## config.mk

```make
export PLATFORM = sky130hd
export DESIGN_NAME = button_conditioner
export DESIGN_NICKNAME = d
export VERILOG_FILES = /design/src/rtl/button_conditioner.sv
export SDC_FILE = /design/constraint.sdc
export NUM_CORES = 1
export LEC_CHECK = 0
export BUFFER_PORTS_ARGS = -buffer_cell sky130_fd_sc_hd__buf_2
export CORE_ASPECT_RATIO = 1.5
export CORE_MARGIN = 10
export CORE_UTILIZATION = 25
export CTS_BUF_LIST = sky130_fd_sc_hd__clkbuf_2
export CTS_CLUSTER_DIAMETER = 30
export DETAILED_ROUTE_END_ITERATION = 10
export PLACE_DENSITY_LB_ADDON = 0.12
export SLEW_MARGIN = 15
export SYNTH_ARGS = -nofsm -noshare
export SYNTH_HDL_FRONTEND = slang
export SYNTH_SLANG_ARGS = --single-unit
```

## constraint.sdc

```tcl
create_clock -name clk -period 4.5 [get_ports clk]
set_input_delay 0.225 -clock clk [delete_from_list [all_inputs] [get_ports clk]]
set_output_delay 0.225 -clock clk [all_outputs]
set_load 0.05 [all_outputs]
```

## src/rtl/button_conditioner.sv

```systemverilog
// ============================================================================
// Module   : button_conditioner
// Purpose  : Synchronise and debounce both player buttons; emit one-cycle
//            press, tie and false-start pulses for the game core.
// Revision : 1.0  initial release
// ============================================================================
`default_nettype none

module button_conditioner #(
  parameter int DEB_CYCLES = 16,
  parameter int CNT_W      = 20
) (
  input  logic clk,
  input  logic rst,
  input  logic l_raw,
  input  logic r_raw,
  input  logic game_en,
  output logic l_level,
  output logic r_level,
  output logic l_pulse,
  output logic r_pulse,
  output logic tie_pulse,
  output logic false_start
);

  localparam logic [CNT_W-1:0] c_CNT_LAST = CNT_W'(DEB_CYCLES - 1);

  // Channel 0 is the left button, channel 1 the right button.
  logic [1:0] w_raw;
  logic [1:0] w_level;
  logic [1:0] w_rise;

  assign w_raw = {r_raw, l_raw};

  generate
    for (genvar i = 0; i < 2; i++) begin : g_chan
      logic             r_s1;
      logic             r_s2;
      logic             r_level;
      logic [CNT_W-1:0] r_cnt;
      logic             w_differ;
      logic             w_done;

      assign w_differ = (r_s2 != r_level);
      assign w_done   = w_differ && (r_cnt == c_CNT_LAST);

      always_ff @(posedge clk) begin
        if (rst) begin
          r_s1    <= 1'b0;
          r_s2    <= 1'b0;
          r_level <= 1'b0;
          r_cnt   <= '0;
        end else begin
          r_s1 <= w_raw[i];
          r_s2 <= r_s1;
          // Count stays below DEB_CYCLES-1 except on the accepting edge, so it never wraps.
          if (!w_differ) begin
            r_cnt <= '0;
          end else if (w_done) begin
            r_level <= r_s2;
            r_cnt   <= '0;
          end else begin
            r_cnt <= r_cnt + CNT_W'(1);
          end
        end
      end

      assign w_level[i] = r_level;
      assign w_rise[i]  = w_done && r_s2;
    end
  endgenerate

  logic r_l_pulse;
  logic r_r_pulse;
  logic r_tie_pulse;
  logic r_false_start;

  // Pulses register on the same edge the level is accepted, so both appear together.
  always_ff @(posedge clk) begin
    if (rst) begin
      r_l_pulse     <= 1'b0;
      r_r_pulse     <= 1'b0;
      r_tie_pulse   <= 1'b0;
      r_false_start <= 1'b0;
    end else begin
      r_l_pulse     <= game_en  &&  w_rise[0] && !w_rise[1];
      r_r_pulse     <= game_en  &&  w_rise[1] && !w_rise[0];
      r_tie_pulse   <= game_en  &&  w_rise[0] &&  w_rise[1];
      r_false_start <= !game_en && (w_rise[0] ||  w_rise[1]);
    end
  end

  assign l_level     = w_level[0];
  assign r_level     = w_level[1];
  assign l_pulse     = r_l_pulse;
  assign r_pulse     = r_r_pulse;
  assign tie_pulse   = r_tie_pulse;
  assign false_start = r_false_start;

endmodule

`default_nettype wire

```

==> metrics <==
synthesized area=2170 um2; CTS tree=yes; Post-synth ARST share=0%; Crit. End Element=flop; I/O pin count=11; gate count of the mapped netlist=247; Vias/cell=4.76; layout cells sized above 1=around 9.6%; Startpoint Class=flop; row count=41; Main synth FF type=dfxtp_1; initial core utilization=25.7%; critical path class=reg2reg; port bufs=10; hold_sp=g_chan[0].r_s1; Pleak=0.747 nW; Setup TNS=0 ns; worst skew pair latency=0.43 ns; placed cell area=around 2300 um2; net count after synthesis=~250; Hold Path Cell Cnt=1; H-tree depth=2; die area=roughly 13000 um2; Congestion Overflow GR=0; Final min period=1.95 ns; Slew Limit Headroom=64.7%; first-pass iteration count of the detailed router=4; Seq cells post-synth=50; EDFF count, synth=0; ANT cells=0; Max FO, Critical Path=6; HP Class=reg2reg; CP arrival=around 2.3 ns; Yosys warning count=0; pin count of the biggest net entering global routing=21; die width=roughly 96 um; peak supply drop=0.134 mV; number of DRC markers in iteration 0=36; R2R cell count=5; CP Capture Point=r_pulse; first-pass GRT wire length=8210 um; vias in the first global route=roughly 1700; Clock Root Buffer=clkbuf_2; dpl hpwl=3480 um; initial antenna violation count=0; Routability Congestion=0.707; final hold violations=0; FF+latch area=around 1000 um2; crit path from=g_chan[1].r_cnt[0]; final setup vio count=0; fmax=around 510 MHz; Max-Cap Viols=0; TritonCTS buffer count=5; Longest Clk Path Bufs=2; fin nets=266; RR Startpoint=g_chan[1].r_cnt[0]; total global-route track usage=7.90%; Area growth syn-to-layout=12.2%; fin crit share=43.2%; pwr dens=~290 nW/um2; commonest non-fill, non-tap cell in the layout=dfxtp_1; WL per Instance=13.2 um; core area=between 8000 and 9000 um2; Layout fillers=roughly 950; post-route ant nets=0; clk slew on worst S/H paths=~0.28 ns; worst slew pin tran=0.527 ns; status=completed; sequential element share of the synthesized area=46.0%; Syn Area/Cell=8.80 um2; post-synthesis cell type count=33; flop2flop setup slack=2.55 ns; RSZ-0062 raised after global routing=no; multi-input logic area=1080 um2; Final Skew=0.0359 ns; Req. time, crit path=4.87 ns; Clock Sinks=50; drt total wl=4840 um; R2R Path End=r_pulse; # Post-CTS Setup Buffers=0; DRC viols=0; via count=roughly 1700; Final Cell Area=2440 um2; die height=134 um; most frequent cells in the layout=dfxtp_1 (50), nor2_1 (30), xnor2_1 (17); Pins Over Slew Limit=0
-- power breakdown --
part           leakage, nW  switching [mW]  internal, mW
clock               0.0433           0.153        0.0952
sequential           0.404         0.00128         0.447
combinational        0.300         0.00710       0.00629
total                0.747           0.161         0.548
-- sequential cells by signal (all words and copies together), names as in the netlist --
register / count
g_chan.r_s1: 2
tie_pulse: 1
l_pulse: 1
l_level: 1
r_level: 1
g_chan.r_cnt: 40
false_start: 1
g_chan.r_s2: 2
r_pulse: 1
-- worst min path at each step --
stage / end / slack (ns)
2_1_floorplan: false_start / 0.30
6_report: g_chan[0].r_s2 / 0.46
5_1_grt: false_start / 0.41
3_5_place_dp: g_chan[1].r_s2 / 0.43
4_1_cts: l_level / 0.01
3_3_place_gp: g_chan[1].r_s2 / 0.42
-- synthesized netlist by cell type, types with 5 or more instances --
master / instances / share of area [%]
a21oi_1: 13 / 3.0
xnor2_1: 17 / 6.8
or4_1: 5 / 1.7
clkbuf_1: 10 / 1.7
dfxtp_1: 50 / 46
o21ai_0: 8 / 1.8
nor2_1: 30 / 5.2
o31ai_1: 5 / 1.7
nand2_1: 9 / 1.6
nor3_1: 5 / 1.2
or3_1: 6 / 1.7
inv_1: 14 / 2.4
nor4_1: 14 / 4.0
xor2_1: 9 / 3.6
nand4_1: 12 / 3.5
nand3_1: 10 / 2.3
-- metal layers --
metal  vias to the layer above  part of all wire, %  track usage [%]
li1                        899                    -                -
met1                       836                   43             8.74
met4                         0                  1.5             2.96
met3                         5                  1.7             1.84
met2                         7                   53             13.9
met5                         -                    0                0
-- cell type report --
type                    count  share of cell area (%)
clock inverters             3                    1.79
well taps                 107                    5.49
flip-flops and latches     50                    41.0
clock buffers               5                    1.03
multi-input cells         172                    44.2
repair buffers             16                    4.31
inverters                  14                    2.15
-- worst max-delay path: stages, from the launching register on --
cell and delay (ns):
dfxtp_1 0.46, ha_1 0.23, and3_1 0.34, nand2_1 0.15, or3_1 0.42, nor4bb_1 0.28
-- per-stage QoR --
step | hold slack (ns) | util, % | worst slack (ns) | power [mW] | std cells
global route | 0.408 | 28.8 | 2.34 | 0.749 | 367
detailed placement | 0.427 | 27.5 | 2.57 | 0.467 | 355
floorplan | 0.303 | - | 2.78 | 0.463 | 247
finish | 0.463 | 28.8 | 2.55 | 0.710 | 367
global placement | 0.420 | 27.5 | 2.60 | 0.467 | 355
CTS | 0.0147 | 28.7 | 2.52 | 0.729 | 366
-- logic make-up after synthesis --
| kind of cell | synth area share [%] |
|---|---|
| flops | 46.0 |
| compound gates | 7.94 |
| fa+ha+maj | 1.15 |
| buf+inv | 4.37 |
| simple gates | 30.0 |
| xor+xnor | 10.5 |
-- timing repair --
item | in CTS | in global routing
hold buffers | 3 | 1
resized for setup | 0 | 0
endpoints found under the hold margin | 5 | 3
Note: power is estimated with default switching activity, not from simulation.
